### config.mk
export PLATFORM = sky130hd
export DESIGN_NAME = bcd_sevenseg_scan
export DESIGN_NICKNAME = d
export VERILOG_FILES = /design/src/rtl/seg_pkg.sv /design/src/rtl/bcd_to_seg.sv /design/src/rtl/bcd_sevenseg_scan.sv
export SDC_FILE = /design/constraint.sdc
export NUM_CORES = 1
export LEC_CHECK = 0
export ABC_AREA = 1
export BUFFER_PORTS_ARGS = -buffer_cell sky130_fd_sc_hd__clkbuf_2
export CELL_PAD_IN_SITES_DETAIL_PLACEMENT = 1
export CELL_PAD_IN_SITES_GLOBAL_PLACEMENT = 2
export CORE_UTILIZATION = 36
export CTS_BUF_LIST = sky130_fd_sc_hd__clkbuf_4
export DETAILED_ROUTE_END_ITERATION = 8
export PLACE_DENSITY_LB_ADDON = 0.1
export SLEW_MARGIN = 10
export SYNTH_ARGS = -nofsm -noshare
export SYNTH_HDL_FRONTEND = slang
export SYNTH_HIERARCHICAL = 1
export SYNTH_SLANG_ARGS = --single-unit
### constraint.sdc
create_clock -name clk -period 3.7 [get_ports clk]
set_clock_uncertainty 0.05 [all_clocks]
set_input_delay 0.37 -clock clk [delete_from_list [all_inputs] [get_ports clk]]
set_output_delay 0.37 -clock clk [all_outputs]
set_load 0.05 [all_outputs]
### src/rtl/seg_pkg.sv
`default_nettype none
// ============================================================================
// Module      : seg_pkg
// Description : Seven-segment pattern constants (active-low {g,f,e,d,c,b,a})
//               and digit-count shared by the BCD scan display.
// Revision    : 1.0 - initial release
// ============================================================================
package seg_pkg;

    localparam int unsigned c_NUM_DIGITS = 4;

    localparam logic [6:0] c_SEG_BLANK = 7'h7F;
    localparam logic [6:0] c_SEG_DASH  = 7'h3F;

    localparam logic [6:0] c_SEG_DIGIT [10] = '{
        7'h40, 7'h79, 7'h24, 7'h30, 7'h19,
        7'h12, 7'h02, 7'h78, 7'h00, 7'h10
    };

    localparam logic [3:0] c_AN_OFF = 4'hF;

    // One-hot active-low anode for a digit index.
    function automatic logic [3:0] anode_for(input logic [1:0] idx);
        return ~(4'b0001 << idx);
    endfunction

endpackage : seg_pkg
`default_nettype wire

### src/rtl/bcd_to_seg.sv
`default_nettype none
// ============================================================================
// Module      : bcd_to_seg
// Description : Combinational BCD nibble to active-low seven-segment decode;
//               non-decimal nibbles render as a dash.
// Revision    : 1.0 - initial release
// ============================================================================
module bcd_to_seg
    import seg_pkg::*;
(
    input  logic [3:0] nibble,
    output logic [6:0] seg
);

    always_comb begin
        seg = c_SEG_DASH;
        if (nibble < 4'd10) begin
            seg = c_SEG_DIGIT[nibble];
        end
    end

endmodule : bcd_to_seg
`default_nettype wire

### src/rtl/bcd_sevenseg_scan.sv
`default_nettype none
// ============================================================================
// Module      : bcd_sevenseg_scan
// Description : Four-digit multiplexed seven-segment driver for packed BCD.
//               Optional macro LEADING_ZERO_BLANK_EN blanks leading zeros.
// Revision    : 1.0 - initial release
// ============================================================================
module bcd_sevenseg_scan
    import seg_pkg::*;
#(
    parameter int unsigned REFRESH_DIV = 100000
) (
    input  logic        clk,
    input  logic        rst,
    input  logic [15:0] bcd_in,
    input  logic        rdy,
    output logic [3:0]  an,
    output logic [6:0]  seg,
    output logic        dp,
    output logic        disp_valid
);

    localparam int unsigned      c_CNT_W    = (REFRESH_DIV > 1) ? $clog2(REFRESH_DIV) : 1;
    localparam logic [c_CNT_W-1:0] c_CNT_LAST = c_CNT_W'(REFRESH_DIV - 1);

    logic [c_CNT_W-1:0] r_refresh_cnt;
    logic [1:0]         r_digit_idx;
    logic [15:0]        r_disp;
    logic               r_valid;
    logic [3:0]         r_an;
    logic [6:0]         r_seg;

    logic               w_wrap;
    logic [3:0]         w_nibble;
    logic [6:0]         w_dec_seg;
    logic               w_blank;

    assign w_wrap   = (r_refresh_cnt == c_CNT_LAST);
    assign w_nibble = r_disp[{r_digit_idx, 2'b00} +: 4];

    always_ff @(posedge clk or posedge rst) begin
        if (rst) begin
            r_refresh_cnt <= '0;
            r_digit_idx   <= 2'd0;
        end else if (w_wrap) begin
            r_refresh_cnt <= '0;
            r_digit_idx   <= r_digit_idx + 2'd1;
        end else begin
            r_refresh_cnt <= r_refresh_cnt + c_CNT_W'(1);
        end
    end

    always_ff @(posedge clk or posedge rst) begin
        if (rst) begin
            r_disp  <= 16'h0000;
            r_valid <= 1'b0;
        end else if (rdy) begin
            r_disp  <= bcd_in;
            r_valid <= 1'b1;
        end
    end

    bcd_to_seg u_bcd_to_seg (
        .nibble (w_nibble),
        .seg    (w_dec_seg)
    );

`ifdef LEADING_ZERO_BLANK_EN
    // w_upper_zero[i] is set when digit i and all higher digits are zero.
    logic [c_NUM_DIGITS-1:0] w_upper_zero;

    for (genvar gi = 0; gi < c_NUM_DIGITS; gi++) begin : g_upper_zero
        assign w_upper_zero[gi] = ~|r_disp[4*c_NUM_DIGITS-1 : 4*gi];
    end

    assign w_blank = (r_digit_idx != 2'd0) && w_upper_zero[r_digit_idx];
`else
    assign w_blank = 1'b0;
`endif

    always_ff @(posedge clk or posedge rst) begin
        if (rst) begin
            r_an  <= c_AN_OFF;
            r_seg <= c_SEG_BLANK;
        end else if (!r_valid || w_blank) begin
            r_an  <= c_AN_OFF;
            r_seg <= c_SEG_BLANK;
        end else begin
            r_an  <= anode_for(r_digit_idx);
            r_seg <= w_dec_seg;
        end
    end

    assign an         = r_an;
    assign seg        = r_seg;
    assign dp         = 1'b1;
    assign disp_valid = r_valid;

endmodule : bcd_sevenseg_scan
`default_nettype wire

### Yosys cells after proc, flatten, opt, wreduce, memory -nomap -nowiden

Memories as Yosys holds them, arrays and structs flattened.
Index checks and enable logic that the tools add are counted.

* input port bits: 19
* latch bits: 0
* register bits after elaboration: 47
* ROM bits: 112
* word-level logic and storage cells: 22
* memories kept: 1
* RAM bits: 0

Memories
* (name not given): words 16, width 7, rd ports 1, clocked after memory_dff 0, wr ports 0, RTL line bcd_to_seg.sv:18 `seg = c_SEG_DIGIT[nibble];`

* shifts and indexed selects: 2
* equality and inequality tests: 1
* bitwise gates (word level): 2
* $mul: 0
* order comparisons: 2
* add/subtract/negate cells: 2
* reductions and logical operators: 0
* mux-type cells: 6
* div/mod/pow operators: 0

Operators with widths (number)
* $mux 7: 4
* $add 17x1->17 const B: 1
* $eq 17x17->1 const B: 1
* $mux 17: 1
* $shiftx 16x5->4: 1
* $ge 5x5->1 const B: 1
* $not 4->5: 1
* $lt 4x4->1 const B: 1
* $mux 4: 1
* $not 4->4: 1
* $shl 1x2->4 const A: 1
* $add 2x1->2 const B: 1

### Depth between registers and ports, before layout

Gate-level depths: netlist of the first run.

* depth after elaboration: 7
* mapped depth: 11
* gate-level depth less buffers: 10

### Cells and area by module

The synthesis of the first run kept the hierarchy.

Modules (own cells, without submodules)
* bcd_sevenseg_scan: cells an instance 291, instances 1, area each 2322.2 um^2
* bcd_to_seg: cells an instance 34, instances 1, area each 183.9 um^2

### Least setup slack after synthesis of the first run

OpenSTA, ideal clock, no wires.

* path kind: flip-flop to flip-flop
* start: register r_digit_idx[0]
* end: register r_seg[3], in the netlist seg[3]
* stages on the path, launching flop included: 11
* setup time: 84 ps
* buffers on the path: 1
* period minus slack after synthesis: 2034 ps
* setup slack: 1666 ps
* data arrival time: 1899 ps
* cells stage by stage: dfrtp_1 > buf_2 > clkinv_1 > nor2_1 > o22ai_1 > inv_1 > ha_1 > nand2_1 > nand3_1 > nand2_1 > or2_2

* word-level cells in the longest chain between the ends: 7
* elaborated cells on any way between the ends: 8
* classes of those cells: order compare: 1; shift: 1; mux: 4; bitwise: 1; memory: 1

Ends and longest elaborated chain
* start, declared: RTL line bcd_sevenseg_scan.sv:27 `logic [1:0] r_digit_idx;`
* start signal, assigned: RTL line bcd_sevenseg_scan.sv:47 `r_digit_idx <= r_digit_idx + 2'd1;`
* $shiftx 16x5->4 *: RTL line bcd_sevenseg_scan.sv:39 `assign w_nibble = r_disp[{r_digit_idx, 2'b00} +: 4];`
* via w_nibble[1]: RTL line bcd_sevenseg_scan.sv:34 `logic [3:0] w_nibble;`
* $not 4->5 (not written as such): RTL line bcd_to_seg.sv:18
* $mem_v2 16x7
* $mux 7 (not written as such) (2 in a row): RTL line bcd_to_seg.sv:18
* $mux 7 *: RTL line bcd_to_seg.sv:17 `if (nibble < 4'd10) begin`
* via w_dec_seg[3]: RTL line bcd_sevenseg_scan.sv:35 `logic [6:0] w_dec_seg;`
* $mux 7 *: RTL line bcd_sevenseg_scan.sv:85 `end else if (!r_valid || w_blank) begin`
* end signal, assigned: RTL line bcd_sevenseg_scan.sv:84 `r_seg <= c_SEG_BLANK;`
* end signal, assigned: RTL line bcd_sevenseg_scan.sv:87 `r_seg <= c_SEG_BLANK;`
* end signal, assigned: RTL line bcd_sevenseg_scan.sv:90 `r_seg <= w_dec_seg;`
* end, declared: RTL line bcd_sevenseg_scan.sv:31 `logic [6:0] r_seg;`

The timed path passes the listed nets; every way through them passes the cells marked *. The select of a mux whose other input is x is not followed.
A chain may end at the register's enable or synchronous reset.

### Worst setup path after layout of the first run

* start: register r_digit_idx[0]
* end: register r_seg[1], in the netlist seg[1]

The elaborated chain is that of the path after synthesis.

==> results.md, run 1 <==
* Status: complete, no violations
* Sum Neg Setup Slack at 0 ps
* Final Setup Violations at 0
* Longest Clk Path Bufs at 2
* Post_cts resized at 0
* Pleak at 1.54 nW
* Peak Freq at 442 MHz
* Hold WC Path Type: in2async
* Register share of total power at 54.6%
* Total iterations of the first detailed-routing run at 4
* Synth unique cells at 28
* Post-CTS Setup Bufs at 0
* Startpoint types: flop
* TritonCTS buffer count at 5
* Switching Fraction at 27.3%
* Buffers & Inverters on Critical Path at 2
* Final Critical Period at 2260 ps
* Synthesis-to-finish area growth at 12.2%
* Root buffer cell: clkbuf_4
* Switching pwr at 0.000282 W
* RSZ-0062 raised after global routing: no
* H-tree depth at 2
* Starting Density at 37.1%
* Routed len/inst at 12.9 µm
* Core ar. at 6760 µm²
* Post-Syn Nets at 354
* Port bufs at 30
* Die width at 85.4 µm
* Clock Sinks at 47
* Nets@finish at 386
* Clk pin slew, worst setup/hold paths at 150 ps
* WS Path Type: reg2reg
* Grt ovf at 0
* Clock power share at 31.6%
* VDD IR-drop max at 0.137 mV
* Leading cell type in the layout, fill and taps excluded: nand2_1
* Post-DP HPWL at 4330 µm
* Top-level I/O count at 32
* CP Cell Sequence: clkinv_1 -> o21ai_0 -> o22ai_1 -> inv_1 -> ha_1 -> nand2_1 -> nand2_1 -> or2_2
* # rows at 30
* Final Hold Vio Count at 0
* Pwr Density at 366 nW/µm²
* Synth Warn # at 6
* Internal at 0.000749 W
* Vias in the first global route at 1955
* CP required at 3950 ps
* Combinational share of power at 13.8%
* Initial antenna violation count at 0
* Period Utilization, post-route at 61.2%
* CTS Hold Bufs at 0
* All-Layer GR Usage at 17.1%
* Worst-Margin Slew at 987 ps
* Vias post-DR at 2044
* Fraction of layout cells with a size suffix above 1 at 20.1%
* Routed WL at 5640 µm
* First-pass GRT wire length at 9650 µm
* Max Cap Violations at 0
* Pwr Total at 0.00103 W
* Seq/Total Area, Yosys at 47.5%
* Die ar. at 7300 µm²
* Routability cong. at 0.758
* Final Max Slew Viols at 0
* Vias per cell at 4.67
* CP Data Arrival Time at 2520 ps
* # DRC at 0
* CP Capture Type: flop
* Delay-heaviest family, CP: flip-flops
* Yosys reg bits at 47
* Avg Cell Area, Syn at 7.71 µm²
* Critical Path Fanout Max at 12
* Worst path slowest cell: dfrtp_1
* Vert. Die Dim at 85.4 µm
* Antenna cells at 0
* Most frequent cells in the layout: 111 x nand2_1, 40 x inv_1, 37 x nor2_1
* FILL cells at 876
* Synth Cell Area at 2510 µm²
* Syn Inst Count at 325
* Final core occ at 41.6%
* Slowest stage delay, CP at 570 ps
* Pin count of the biggest net entering global routing at 48
* DRT iter0 DRCs at 43
* Skew-Pair Late Insertion Delay at 370 ps
* CTS tree: done
* CP dominant cell by count: nand2_1
* Routed Antenna Nets at 0
* Worst slew margin at 34.1%
==> sequential cells by signal, summed over array words and instances (netlist names) <==
register and cells:
an 4, disp_valid 1, r_digit_idx 2, r_disp 16, r_refresh_cnt 17, seg 7
==> cells by family (layout without fill, tap and decap cells) <==
| family | Yosys count | in the layout | synth area share [%] |
|---|---|---|---|
| flops | 47 | 47 | 47.5 |
| other cells | 1 | 1 | 0.150 |
| fa+ha+maj | 10 | 10 | 4.99 |
| buf+inv | 53 | 86 | 8.24 |
| xor+xnor | 6 | 6 | 2.10 |
| simple gates | 190 | 190 | 33.0 |
| compound gates | 18 | 18 | 4.04 |
==> cell usage after synthesis <==
| library cell | number | area, µm² |
|---|---|---|
| dfstp_2 | 11 | 289 |
| dfrtp_1 | 36 | 901 |
| inv_1 | 41 | 154 |
| nand3_4 | 1 | 17.5 |
| o21bai_1 | 1 | 7.51 |
| nor2_4 | 3 | 33.8 |
| nand3_1 | 19 | 95.1 |
| ha_1 | 10 | 125 |
| nand2_2 | 1 | 6.26 |
| clkbuf_1 | 1 | 3.75 |
| nor3_1 | 1 | 5.00 |
| or2_2 | 7 | 43.8 |
| xor2_1 | 6 | 52.6 |
| nand3_2 | 2 | 20.0 |
| buf_2 | 3 | 15.0 |
| inv_2 | 5 | 18.8 |
| o21ai_0 | 9 | 45.0 |
| nand2_1 | 111 | 417 |
| a21oi_1 | 2 | 10.0 |
| conb_1 | 1 | 3.75 |
| o21ai_2 | 1 | 8.76 |
| buf_4 | 1 | 7.51 |
| nor2_2 | 2 | 12.5 |
| clkinv_1 | 2 | 7.51 |
| nand4_1 | 6 | 37.5 |
| o22ai_1 | 4 | 25.0 |
| nor2_1 | 37 | 139 |
| o21ai_1 | 1 | 5.00 |
==> final cells by class <==
class | instances | area (µm²) | area share [%]
Tap cell | 80 | 100 | 3.56
Timing Repair Buffer | 30 | 150 | 5.34
Clock buffer | 7 | 52.6 | 1.87
Multi-Input combinational cell | 225 | 1110 | 39.5
Sequential cell | 47 | 1190 | 42.3
Clock inverter | 1 | 30.0 | 1.07
Inverter | 48 | 180 | 6.41
==> stage by stage <==
stage	area (µm²)	hold slack, ps	std cells	worst slack (ps)
floorplan	2510	387	325	1670
global placement	2730	412	430	1550
detailed placement	2730	417	430	1450
CTS	2810	120	438	1420
global route	2810	125	438	1230
finish	2810	140	438	1440
==> worst paths after layout <==
kind,start,end,slack (ps),depth (start not counted)
setup / recovery,r_digit_idx[0],seg[1],1440,8
hold / removal,rst,r_refresh_cnt[3],140,2
setup reg to reg,r_digit_idx[0],seg[1],1440,8
hold reg to reg,r_disp[6],r_disp[6],440,2
max in group asynchronous,rst,r_refresh_cnt[13],2840,2
min in group clk,bcd_in[5],r_disp[5],140,3
==> power by group through the flow <==
stage	Combinational (W)	Sequential (W)	Clock, W
3_5_place_dp	0.000146	0.000572	0
2_1_floorplan	0.0000665	0.000613	0
4_1_cts	0.000146	0.000563	0.000342
3_3_place_gp	0.000143	0.000572	0
5_1_grt	0.000160	0.000566	0.000355
6_report	0.000142	0.000562	0.000326
==> layer usage <==
layer	track usage (%)	routed length [µm]	part of all wire, %
met1	26.3	3130	55
met5	0	0	0
met3	2.92	194	3.4
met4	5.00	67	1.2
met2	24.2	2250	40
(Power assumes the default switching activity.)
==> inputs of run 2 (changes only) <==
Settings changed: CORE_UTILIZATION 36 to 35.
Clock period 3.7 ns to 2.3 ns, I/O delays scaled along.
==> run 2 against run 1 <==
Effect of this change:
- die area increased by 2.8%
- non-clock buffer count increased by 4
- fmax increased by 12%
- final area increased by 2.0%
- worst setup slack got worse by 1200 ps
- core utilization increased by 0.12 points
- sequential share of layout area decreased by 0.81 points
- sequential power increased by 61%
- combinational power increased by 70%
==> results.md, run 2 (synthesized netlist as in run 1, its figures left out) <==
* Status: complete, no violations
* Skew-Pair Late Insertion Delay at 360 ps
* Total iterations of the first detailed-routing run at 4
* Startpoint types: flop
* CP required at 2530 ps
* Vias in the first global route at 2195
* Worst slew margin at 60.7%
* Antenna cells at 0
* Vias post-DR at 2077
* TritonCTS buffer count at 5
* Top-level I/O count at 32
* Die width at 86.6 µm
* # rows at 30
* Worst-Margin Slew at 589 ps
* Port bufs at 30
* Die ar. at 7500 µm²
* Routed len/inst at 12.9 µm
* Longest Clk Path Bufs at 2
* Clock Sinks at 47
* Reg2reg end: seg[3]
* Synthesis-to-finish area growth at 14.4%
* Clk pin slew, worst setup/hold paths at 140 ps
* # DRC at 0
* Sum Neg Setup Slack at 0 ps
* Final Setup Violations at 0
* Routed WL at 5920 µm
* WS Path Type: reg2reg
* Period Utilization, post-route at 88.1%
* Final instance area at 2870 µm²
* Max Cap Violations at 0
* All-Layer GR Usage at 17.9%
* Hold Crit Endpoint: r_disp[7]
* Max reg flops at 17
* Dpl cell area at 2790 µm²
* Placed cell count at 449
* Worst hold path depth at 3
* Root buffer cell: clkbuf_4
* Post-CTS Setup Bufs at 0
* Leading cell type in the layout, fill and taps excluded: nand2_1
* DRT iter0 DRCs at 38
* R2R setup slack at 270 ps
* Post-DP HPWL at 4710 µm
* FF-to-FF path depth at 9
* CP Data Arrival Time at 2250 ps
* RSZ-0062 raised after global routing: no
* Routed Antenna Nets at 0
* Vert. Die Dim at 86.6 µm
* Biggest register: r_refresh_cnt
* FILL cells at 891
* Critical Path Fanout Max at 8
* Pin count of the biggest net entering global routing at 26
* CP Capture Type: flop
* Final Hold Vio Count at 0
* Final Critical Period at 2030 ps
* Hold WC Path Type: in2reg
* First-pass GRT wire length at 10300 µm
* Routability cong. at 0.789
* CTS tree: done
* Vias per cell at 4.53
* VDD IR-drop max at 0.177 mV
* Layout Cells excl Fill at 458
* Peak Freq at 494 MHz
* Min-delay src: bcd_in[7]
* Pleak at 1.56 nW
* FF-to-FF Start: r_digit_idx[1]
* Initial antenna violation count at 0
* Nets@finish at 390
* H-tree depth at 2
* Starting Density at 36.5%
* Grt ovf at 0
* Most frequent cells in the layout: 111 x nand2_1, 40 x inv_1, 37 x nor2_1
* Fraction of layout cells with a size suffix above 1 at 21.3%
* Pwr Density at 544 nW/µm²
* Core ar. at 6870 µm²
* Final Max Slew Viols at 0
[run 2: through the flow]
step           power [W]  setup slack, ps  hold WS [ps]  utilization [%]
4_1_cts          0.00159              129          1.90             41.6
5_1_grt          0.00166             68.4          8.51             41.7
3_5_place_dp     0.00116              171           270             40.5
6_report         0.00156              274          18.2             41.7
3_3_place_gp     0.00116              248           272             40.5
2_1_floorplan    0.00109              266           292                -
[run 2: worst max path at each step]
stage / start / endpoint / slack [ps] / cells past startpoint
6_report: r_digit_idx[1] / seg[3] / 270 / 9
4_1_cts: r_digit_idx[1] / seg[3] / 130 / 9
5_1_grt: r_digit_idx[1] / seg[3] / 70 / 9
3_5_place_dp: r_digit_idx[1] / seg[3] / 170 / 9
3_3_place_gp: r_digit_idx[1] / seg[3] / 250 / 9
2_1_floorplan: r_digit_idx[0] / seg[3] / 270 / 10
[run 2: worst max-delay path, cell delays in order (launching register included)]
cell	delay [ps]
dfrtp_1	480
inv_1	180
o21ai_0	110
o22ai_1	210
inv_1	140
ha_1	290
nand2_1	60
nand3_1	100
nand2_1	40
or2_2	290
[run 2: power by group]
part           internal [W]  total [W]  switching, W
Combinational     0.0000735   0.000241      0.000168
Sequential         0.000884   0.000905     0.0000213
Clock              0.000158   0.000413      0.000255
[run 2: what timing repair did]
| item | in CTS | in global routing |
|---|---|---|
| resized for setup | 0 | 2 |
| endpoints found under the hold margin | 18 | 0 |
| endpoints found under the setup margin | 0 | 4 |
| hold buffers | 1 | 0 |
[run 2: per-layer routing]
metal | vias up | part of all wire (%) | global-route usage [%]
met5 | - | 0 | 0
met4 | 0 | 1.4 | 5.61
met3 | 8 | 1.7 | 2.57
met2 | 24 | 53 | 33.6
met1 | 985 | 43 | 20.8
li1 | 1060 | - | -
[run 2: layout make-up]
type                       count  area (µm²)  area share (%)
inverter                      48         180            6.28
multi-input combinational    225        1120            39.1
sequential                    47        1190            41.5
tap                           96         120            4.19
clock buffer                   8        60.1            2.09
timing repair buffer          34         195            6.81
